$ cat src/rtl/eth_tx_scheduler.sv
// Grants the shared Ethernet TX frame pipeline to the ARP reply engine or the UDP send path,
// issues the start pulse, holds frame type/length for the frame and guards it with a watchdog.
module eth_tx_scheduler #(
    parameter bit ARP_PRIORITY   = 1'b1,
    parameter int MAX_UDP_LEN    = 1472,
    parameter int TIMEOUT_CYCLES = 4096,
    parameter int CNT_W          = 13
) (
    input  logic        aclk,
    input  logic        areset,
    input  logic        arp_req,
    output logic        arp_ack,
    input  logic        udp_req,
    input  logic [15:0] udp_len,
    output logic        udp_ack,
    output logic        udp_len_err,
    output logic        tx_start,
    output logic        tx_sel_arp,
    output logic [15:0] tx_udp_len,
    input  logic        tx_frame_done,
    output logic        tx_busy,
    output logic        tx_timeout,
    output logic [15:0] frames_sent
);

    typedef enum logic [1:0] {IDLE, START, WAIT_DONE} state_t;

    localparam logic [15:0]      MAX_LEN  = 16'(MAX_UDP_LEN);
    localparam logic [CNT_W-1:0] CNT_LAST = CNT_W'(TIMEOUT_CYCLES - 1);

    state_t           state, state_nxt;
    logic             last_arp, last_arp_nxt;
    logic [CNT_W-1:0] cnt, cnt_nxt, cnt_inc;

    logic        arp_ack_nxt, udp_ack_nxt, len_err_nxt, start_nxt, timeout_nxt;
    logic        busy_nxt, sel_arp_nxt;
    logic [15:0] udp_len_nxt, frames_nxt;

    logic udp_ok, udp_bad, pick_arp, pick_udp, reject;

    // A request still high during its own reject ack is the one just consumed, not a new one.
    assign udp_ok   = udp_req && !udp_ack && (udp_len != 16'd0) && (udp_len <= MAX_LEN);
    assign udp_bad  = udp_req && !udp_ack && !((udp_len != 16'd0) && (udp_len <= MAX_LEN));
    assign pick_arp = arp_req && (!udp_ok || ARP_PRIORITY || !last_arp);
    assign pick_udp = udp_ok && !pick_arp;
    assign reject   = udp_bad && !arp_req;
    assign cnt_inc  = cnt + CNT_W'(1);

    always_comb begin
        state_nxt    = state;
        last_arp_nxt = last_arp;
        cnt_nxt      = cnt;
        arp_ack_nxt  = 1'b0;
        udp_ack_nxt  = 1'b0;
        len_err_nxt  = 1'b0;
        start_nxt    = 1'b0;
        timeout_nxt  = 1'b0;
        busy_nxt     = tx_busy;
        sel_arp_nxt  = tx_sel_arp;
        udp_len_nxt  = tx_udp_len;
        frames_nxt   = frames_sent;
        case (state)
            IDLE: begin
                if (pick_arp) begin
                    state_nxt    = START;
                    busy_nxt     = 1'b1;
                    sel_arp_nxt  = 1'b1;
                    last_arp_nxt = 1'b1;
                    arp_ack_nxt  = 1'b1;
                    start_nxt    = 1'b1;
                end else if (pick_udp) begin
                    state_nxt    = START;
                    busy_nxt     = 1'b1;
                    sel_arp_nxt  = 1'b0;
                    udp_len_nxt  = udp_len;
                    last_arp_nxt = 1'b0;
                    udp_ack_nxt  = 1'b1;
                    start_nxt    = 1'b1;
                end else if (reject) begin
                    udp_ack_nxt = 1'b1;
                    len_err_nxt = 1'b1;
                end
            end
            START: begin
                state_nxt = WAIT_DONE;
                cnt_nxt   = '0;
            end
            WAIT_DONE: begin
                // Done on the watchdog's last cycle still counts as a completed frame.
                if (tx_frame_done) begin
                    frames_nxt = frames_sent + 16'd1;
                    busy_nxt   = 1'b0;
                    state_nxt  = IDLE;
                end else if (cnt_inc == CNT_LAST) begin
                    timeout_nxt = 1'b1;
                    busy_nxt    = 1'b0;
                    state_nxt   = IDLE;
                end else begin
                    cnt_nxt = cnt_inc;
                end
            end
            default: state_nxt = IDLE;
        endcase
    end

    always_ff @(posedge aclk) begin
        if (areset) begin
            state       <= IDLE;
            last_arp    <= 1'b1;
            cnt         <= '0;
            arp_ack     <= 1'b0;
            udp_ack     <= 1'b0;
            udp_len_err <= 1'b0;
            tx_start    <= 1'b0;
            tx_timeout  <= 1'b0;
            tx_busy     <= 1'b0;
            tx_sel_arp  <= 1'b0;
            tx_udp_len  <= 16'd0;
            frames_sent <= 16'd0;
        end else begin
            state       <= state_nxt;
            last_arp    <= last_arp_nxt;
            cnt         <= cnt_nxt;
            arp_ack     <= arp_ack_nxt;
            udp_ack     <= udp_ack_nxt;
            udp_len_err <= len_err_nxt;
            tx_start    <= start_nxt;
            tx_timeout  <= timeout_nxt;
            tx_busy     <= busy_nxt;
            tx_sel_arp  <= sel_arp_nxt;
            tx_udp_len  <= udp_len_nxt;
            frames_sent <= frames_nxt;
        end
    end

endmodule

$ cat config.mk
export PLATFORM = sky130hd
export DESIGN_NAME = eth_tx_scheduler
export DESIGN_NICKNAME = d
export VERILOG_FILES = /design/src/rtl/eth_tx_scheduler.sv
export SDC_FILE = /design/constraint.sdc
export NUM_CORES = 1
export LEC_CHECK = 0
export ABC_AREA = 1
export CAP_MARGIN = 20
export CORE_UTILIZATION = 45
export DETAILED_ROUTE_END_ITERATION = 8
export PLACE_DENSITY = 0.81
export SLEW_MARGIN = 20
export SYNTH_ARGS = -nofsm -noshare
export SYNTH_HDL_FRONTEND = slang
export SYNTH_SLANG_ARGS = --single-unit
export TNS_END_PERCENT = 30
$ cat constraint.sdc
create_clock -name aclk -period 2.5 [get_ports aclk]
set_clock_uncertainty 0.1 [all_clocks]
set_input_delay 0.5 -clock aclk [delete_from_list [all_inputs] [get_ports aclk]]
set_output_delay 0.5 -clock aclk [all_outputs]
set_load 0.005 [all_outputs]
After elaboration in Yosys (flattened, before gate mapping)
Index checks and enable logic that the tools add are counted.

word-level totals
  bits in registers = 54
  bits of input ports = 21
  output and inout port bits = 39
  word-level logic and storage cells = 70

operators by class
  add/sub/neg operators = 2
  magnitude comparators = 1
  eq/ne operators = 7
  multiplexer cells = 21
  bitwise logic cells = 3
  reduce and logical (&&, ||, !) cells = 25

operators by type and width
  operator                                                                             count
  13-bit two-way mux                                                                   2
  13-bit case mux with 2 select lines                                                  1
  16-bit by 1-bit adder with 16-bit output (second input constant)                     1
  16-bit by 11-bit less-or-equal comparator with 1-bit output (second input constant)  1
  16-bit nonzero test                                                                  1
  13-bit by 1-bit adder with 13-bit output (second input constant)                     1
  13-bit by 12-bit equality test with 1-bit output (second input constant)             1
  1-bit two-way mux                                                                    12
  3-bit AND reduction                                                                  3
  2-bit two-way mux                                                                    4
  1-bit logical AND                                                                    7
  3-bit inequality test (second input constant)                                        2
  2-bit case mux with 3 select lines                                                   1
  2-bit AND reduction                                                                  3
  2-bit nonzero test                                                                   3
  3-bit OR reduction                                                                   2
  2-bit inequality test (second input constant)                                        2
  4-bit OR reduction                                                                   1
  1-bit logical NOT                                                                    3
  1-bit NOT                                                                            3
  2-bit by 1-bit equality test with 1-bit output (second input constant)               1
  2-bit equality test (second input constant)                                          1
  2-bit logical NOT                                                                    1
  1-bit case mux with 2 select lines                                                   1
  2-bit OR reduction                                                                   1

Depth between registers and ports, before layout
Gate-level depths: netlist (run 1).

  word-level depth = 8
  mapped depth = 14
  depth with buffers taken out = 14

Worst setup path before layout (run 1)
No wires, ideal clock.

  path kind = register to register
  start = register cnt[1]
  end = register cnt[10]
  library setup time = 0.069 ns
  arrival time = 1.682 ns
  required time = 2.331 ns
  path slack = 0.649 ns
  stages on the path, launching flop included = 15
  buffers on the path = 1
  clock period less this slack = 1.851 ns
  cell sequence = dfxtp_1 > ha_1 > nand3_1 > inv_1 > nand2_1 > nand2_1 > nand2_1 > inv_2 > nand2_1 > nor2_4 > nand3_4 > nand3_4 > buf_12 > nand3_2 > a21oi_2

on the way
  longest elaborated chain between the ends = 4
  elaborated cells between the ends (all ways) = 7
  those cells by class = add/sub: 1; eq/ne: 2; mux: 3; reduce/logical: 1

ends and longest elaborated chain
  element                                                                                             line  text
  start, declared                                                                                     33    logic [CNT_W-1:0] cnt, cnt_nxt, cnt_inc;
  start signal, assigned                                                                              123   cnt <= cnt_nxt;
  13-bit by 1-bit adder with 13-bit output *                                                          47    assign cnt_inc = cnt + CNT_W'(1);
  13-bit by 12-bit equality test with 1-bit output / 13-bit two-way mux (equally long branches)       94    end else if (cnt_inc == CNT_LAST) begin
  2-bit inequality test (no source line) / 13-bit two-way mux (equally long branches)                 --
  3-bit AND reduction (no source line) / 13-bit case mux with 2 select lines (equally long branches)  --

Every way passes the cells marked *; elsewhere a longest branch is shown, timed or not. The select of a mux whose other input is x is not followed.
A chain may end at the register's enable or synchronous reset.

Worst setup path in the final report (run 1)
  start = register cnt[1]
  end = register cnt[9]

Same word-level chain as after synthesis.

==> results of run 1 <==
logic make-up (layout without fill, tap and decap cells):
family | after synthesis | in the layout
compound gates | 43 | 43
xor+xnor | 3 | 3
fa+ha+maj | 3 | 3
buf+inv | 69 | 135
flops | 54 | 54
simple gates | 207 | 208
cell usage after synthesis (2+ instances only):
master    number
nand3_4        2
o21bai_1       2
o21ai_0       10
nor2_1        46
clkbuf_1       7
nand2_1       74
o21a_1         2
nor2_2         5
nand3_2        8
nand3_1       30
ha_1           3
nand4_1       20
nor3_1         5
nand2_2        4
nor3b_1        3
nor4_1         3
inv_1         53
a21oi_1       18
buf_2          4
nor2_4         4
dfxtp_1       54
a21oi_2        8
xor2_1         3
inv_2          2
state kept, by name, indices dropped and copies added (netlist names):
name,count
frames_sent,16
tx_udp_len,16
cnt,13
state,2
arp_ack,1
tx_busy,1
tx_sel_arp,1
tx_start,1
tx_timeout,1
udp_ack,1
udp_len_err,1
stage by stage:
step	total power, W	hold slack, ps	area (um2)	instances
floorplan	0.0009665	349.4	2736	379
global placement	0.001036	344.8	3420	508
detailed placement	0.001040	350.5	3420	508
CTS	0.001616	369.1	3530	516
global route	0.001661	393.7	3585	521
finish	0.001609	367.8	3585	521
worst reg2reg max path: stages, from the launching register on:
cell and delay [ps]:
dfxtp_1 410, ha_2 280, inv_1 90, nand2_1 70, nand2_1 80, nor2_1 100, nand2_1 60, nor2_1 130
nand2_1 110, nor2_4 110, nand3_4 190, nand3_4 190, buf_4 150, nand3_2 60, a21oi_2 140
power groups by stage:
stage / clock network [W] / registers (W) / logic, W
floorplan: 0 / 0.000900 / 0.0000667
global placement: 0 / 0.000902 / 0.000135
detailed placement: 0 / 0.000902 / 0.000138
CTS: 0.000594 / 0.000882 / 0.000140
global route: 0.000617 / 0.000885 / 0.000159
finish: 0.000581 / 0.000882 / 0.000146
area by class of cell:
type,instances,area share [%]
multi-input cells,257,38.60
flip-flops and latches,54,30.16
repair buffers,71,19.69
inverters,56,5.864
well taps,75,2.618
clock buffers,6,2.024
clock inverters,2,1.047
per-layer routing:
layer	global-route usage (%)	part of all wire, %
met1	26.02	43
met2	37.26	50
met3	4.457	4.4
met4	8.036	2.7
met5	0	0
worst max path at each step:
stage                  start              end  slack [ps]
2_1_floorplan         cnt[1]          cnt[10]         650
4_1_cts               cnt[1]           cnt[2]         140
5_1_grt               cnt[1]           cnt[8]          20
6_report              cnt[1]           cnt[9]         190
3_3_place_gp      udp_len[6]    tx_udp_len[1]         130
3_5_place_dp   tx_frame_done  frames_sent[11]          60
timing repair:
action | 4_1_cts | 5_1_grt
setup buffers | 0 | 4
endpoints found under the setup margin | 0 | 11
gates resized for setup | 0 | 1
==> flow_metrics.tcl, run 1 <==
set metrics [dict create \
    power_per_cell_area_nw_per_um2 448.8 \
    rr_worst_depth 14 \
    finalCoreUtilization_pct 60.91 \
    cts_made_buffers 5 \
    crit_cells 14 \
    setup_ws_ps 188.9 \
    synth_top_area_share_pct 39.51 \
    core-area_um2 5886 \
    start_kind "flip-flop" \
    root_buffer "clkbuf_8" \
    synth.distinct_cells 33 \
    initial_utilization_pct 46.49 \
    std_cell_rows 28 \
    final_antenna_net_count 0 \
    portBuffers 59 \
    drv_slew 0 \
    pwr-share-clk_pct 36.1 \
    drtIter0Drc 124 \
    hold_viol 0 \
    hp-start "tx_udp_len[11]" \
    cp.arrival_ps 2450 \
    rr_startpoint "cnt[1]" \
    cts.sinks 54 \
    cap_violations 0 \
    synth_top_family_by_area "simple AND/OR/NAND/NOR gates" \
    hpwl_um 4652 \
    routabilityCongestion 0.8522 \
    grt_pass1_vias 2496 \
    synth_nets 403 \
    synth_fa_ha_area_share_pct 1.372 \
    cp_top_family "simple AND/OR/NAND/NOR gates" \
    post_drt_via_cell_ratio 5.081 \
    antenna_found_initial 0 \
    drt-total-wl_um 6448 \
    grt_max_degree 29 \
    layout.nets 469 \
    max_slew_margin_pct 52.89 \
    cts_buffer_depth 2 \
    r2r_slack_ps 190 \
    syn_area_um2 2736 \
    grt_setup_unrepaired "no" \
    finalSetupViolCount 0 \
    grt_pass1_wl_um 10900 \
    drive_above_1_share_pct 13.00 \
    area_delta_synth_final_pct 31.00 \
    die_w_um 79.98 \
    ys.flop_type "dfxtp_1" \
    synth_edf_count 0 \
    fmax_mhz 432.7 \
    drc 0 \
    required_ps 2640 \
    dieArea_um2 6397 \
    synth_seq_cells 54 \
    clk_latency_ps 310 \
    h-tree-depth 2 \
    synth-compound-area-share_pct 9.739 \
    fin_crit_sh_pct 92.44 \
    r2r_end "cnt[9]" \
    peakVddDrop_uv 304.9 \
    critPathMaxFanout 15 \
    preCtsSetupSlack_ps 63.36 \
    num_vias 2647 \
    synth_top_area_cell "dfxtp_1" \
    slowest_stage "dfxtp_1" \
    synthXorXnorAreaFrac_pct 0.9602 \
    pwr-share-seq_pct 54.8 \
    ys_warn_count 0 \
    p_sw_share_pct 22.84 \
    async_flop_share_pct 0 \
    crit_path_end_kind "flip-flop" \
    critPathKind "flip-flop to flip-flop" \
    status "finished, final reports clean" \
    antenna_cells 0 \
    hold_buffers 0 \
    synth-seq-area-share_pct 39.51 \
    cts_tree "done" \
    syn_inst 379 \
    min_period_ps 2311 \
    max_slew.worst_pin.slew_ps 704.9 \
    whs_path_depth 2 \
    synthMuxAreaShare_pct 0 \
    die-height_um 79.98 \
    final-seq-area_um2 1081 \
    crit_chain "ha_2 > inv_1 > nand2_1 > nand2_1 > nor2_1 > nand2_1 > nor2_1 > nand2_1 > nor2_4 > nand3_4 > nand3_4 > buf_4 > nand3_2 > a21oi_2" \
    worst-path-buf-inv 2 \
    tns_ps 0 \
    synth_area_per_cell_um2 7.220 \
    ys_top_cells_by_area "dfxtp_1, nand2_1, inv_1" \
    fillers 536 \
    wl_per_cell_um 12.38 \
    first_pass_iters 4 \
    leakage_nw 1.450 \
    power.internal_w 0.001241 \
    grt_overflow 0 \
    grt_use_total_pct 21.52 \
    p_comb_share_pct 9.1 \
    pin_count 60 \
    final_cell_mix "nand2_1, clkdlybuf4s50_1, dfxtp_1, inv_1, nor2_1" \
    switchingPower_w 0.0003676 \
    yosys.area_share.simple_pct 38.04 \
    multi_input_area_um2 1384 \
    hold_class "flip-flop to flip-flop" \
    clk_pin_slew_ps 90 \
    path_common_cell "nand2_1" \
    crit_path_max_incr_delay_ps 410 \
    min_to "tx_udp_len[11]" \
    layout_commonest_cell "nand2_1" \
]
Power figures use the tool's default switching activity.
==> inputs of run 2 (changes only) <==
--- a/config.mk
+++ b/config.mk
@@ -6,7 +6,7 @@
 export NUM_CORES = 1
 export LEC_CHECK = 0
 export ABC_AREA = 1
-export CAP_MARGIN = 20
+export CAP_MARGIN = 10
 export CORE_UTILIZATION = 45
 export DETAILED_ROUTE_END_ITERATION = 8
 export PLACE_DENSITY = 0.81
==> results of run 2 <==
The final DEF is identical to that of run 1; final timing and power are the same.
==> inputs of run 3 (changes only) <==
--- a/config.mk
+++ b/config.mk
@@ -9,8 +9,8 @@
 export CAP_MARGIN = 10
 export CORE_UTILIZATION = 45
 export DETAILED_ROUTE_END_ITERATION = 8
-export PLACE_DENSITY = 0.81
-export SLEW_MARGIN = 20
+export PLACE_DENSITY = 0.72
+export RECOVER_POWER = 25
 export SYNTH_ARGS = -nofsm -noshare
 export SYNTH_HDL_FRONTEND = slang
 export SYNTH_SLANG_ARGS = --single-unit
==> run 3 against run 2 <==
Effect of this change:
- maximum frequency up 4.9%
- largest cell class unchanged
- power decreased by 5.1%
- non-clock buffer count is 2 lower
- critical endpoint is now cnt[1]
- worst setup slack gained 110 ps
- cell area is 2.0% lower
- cell count down 0.58%
- sequential power barely moved
- sequential share of layout area increased by 0.60 points
==> flow_metrics.tcl, run 3 (synthesized netlist as in run 1, its figures left out) <==
set metrics [dict create \
    switchingPower_w 0.0003665 \
    grt_use_total_pct 20.79 \
    required_ps 2640 \
    first_pass_iters 5 \
    start_kind "flip-flop" \
    cts_made_buffers 5 \
    area_delta_synth_final_pct 28.44 \
    drv_slew 0 \
    critPathKind "flip-flop to flip-flop" \
    setup_ws_ps 297.5 \
    cap_violations 0 \
    crit_path_end_kind "flip-flop" \
    pin_count 60 \
    grt_max_degree 29 \
    grt_overflow 0 \
    layout.nets 466 \
    cts_tree "done" \
    hpwl_um 4415 \
    drt-total-wl_um 6224 \
    root_buffer "clkbuf_8" \
    preCtsSetupSlack_ps 138.0 \
    antenna_cells 0 \
    p_total_w 0.001527 \
    final_area_um2 3515 \
    p_sw_share_pct 24.01 \
    drive_above_1_share_pct 11.96 \
    drc 0 \
    clk_pin_slew_ps 90 \
    post_drt_via_cell_ratio 4.975 \
    fillers 559 \
    grt_pass1_wl_um 10510 \
    portBuffers 59 \
    num_vias 2577 \
    fmax_mhz 454.0 \
    place_area_um2 3435 \
    leakage_nw 1.451 \
    std_cell_rows 28 \
    critPathMaxFanout 16 \
    max_slew_margin_pct 52.98 \
    grt_setup_unrepaired "no" \
    wl_per_cell_um 12.02 \
    min_period_ps 2203 \
    peakVddDrop_uv 299.9 \
    cp.arrival_ps 2340 \
    finalSetupViolCount 0 \
    hold_viol 0 \
    antenna_found_initial 0 \
    core-area_um2 5886 \
    h-tree-depth 2 \
    reg_top3 "frames_sent: 16 flops, tx_udp_len: 16 flops, cnt: 13 flops" \
    drtIter0Drc 153 \
    p_comb_share_pct 8.9 \
    die-height_um 79.98 \
    finalCoreUtilization_pct 59.72 \
    hold_class "flip-flop to flip-flop" \
    routabilityCongestion 0.8263 \
    final_antenna_net_count 0 \
    cts_resized 0 \
    tns_ps 0 \
    power.internal_w 0.001160 \
    final-seq-area_um2 1081 \
    final_cell_mix "nand2_1, dfxtp_1, inv_1, nor2_1, clkdlybuf4s50_1" \
    cts.sinks 54 \
    cts_buffer_depth 2 \
    power_per_cell_area_nw_per_um2 434.3 \
    status "finished, final reports clean" \
    hold_buffers 0 \
    multi_input_area_um2 1360 \
    layout_commonest_cell "nand2_1" \
    dieArea_um2 6397 \
    die_w_um 79.98 \
    pwr-share-seq_pct 57.8 \
    pwr-share-clk_pct 33.3 \
    postCtsSetupBuffers 0 \
    grt_pass1_vias 2364 \
    fin_crit_sh_pct 88.10 \
    max_slew.worst_pin.slew_ps 703.5 \
    clk_latency_ps 300 \
    initial_utilization_pct 46.49 \
]
==> run 3: critical path, cell delays in order, from the launching register on <==
cell and delay (ps):
dfxtp_1 420, ha_2 280, inv_1 80, nand2_1 70
nand2_1 70, nor2_1 90, nand2_1 60, nor2_1 120
nand2_1 100, nor2_4 110, nand3_4 130, nand3_4 230
nand3_1 120, a21oi_1 160
==> run 3: path summary, 6_finish.rpt <==
kind,slack (ps),from,endpoint,cells past startpoint
worst min register to register,350,tx_udp_len[13],tx_udp_len[13],2
worst max register to register,300,cnt[1],cnt[1],13
worst min-delay path,350,tx_udp_len[13],tx_udp_len[13],2
worst max-delay path,300,cnt[1],cnt[1],13
==> run 3: routing by layer <==
metal	up-vias	wire length (um)	track usage (%)
met1	1183	2942	25.91
li1	1347	-	-
met2	41	3063	36.50
met3	6	150	3.429
met5	-	0	0
met4	0	68	6.071
==> run 3: cell type report <==
class	count	area share (%)
tap	75	2.670
clock inverter	2	0.3560
multi-input combinational	256	38.70
inverter	56	5.981
sequential	54	30.76
timing repair buffer	69	19.19
clock buffer	6	2.350
==> run 3: metrics by stage <==
step | hold WS (ps) | std cells
4_1_cts | 358.2 | 518
3_5_place_dp | 343.6 | 510
2_1_floorplan | 349.4 | 379
3_3_place_gp | 342.0 | 510
5_1_grt | 381.3 | 518
6_report | 351.3 | 518
==> run 3: power groups by stage <==
stage                     registers, W  logic (W)  clock network (W)
after floorplan               0.000900  0.0000667                  0
after global placement        0.000901   0.000137                  0
after detailed placement      0.000902   0.000139                  0
after CTS                     0.000882   0.000139           0.000529
after global routing          0.000884   0.000151           0.000553
final                         0.000882   0.000136           0.000508
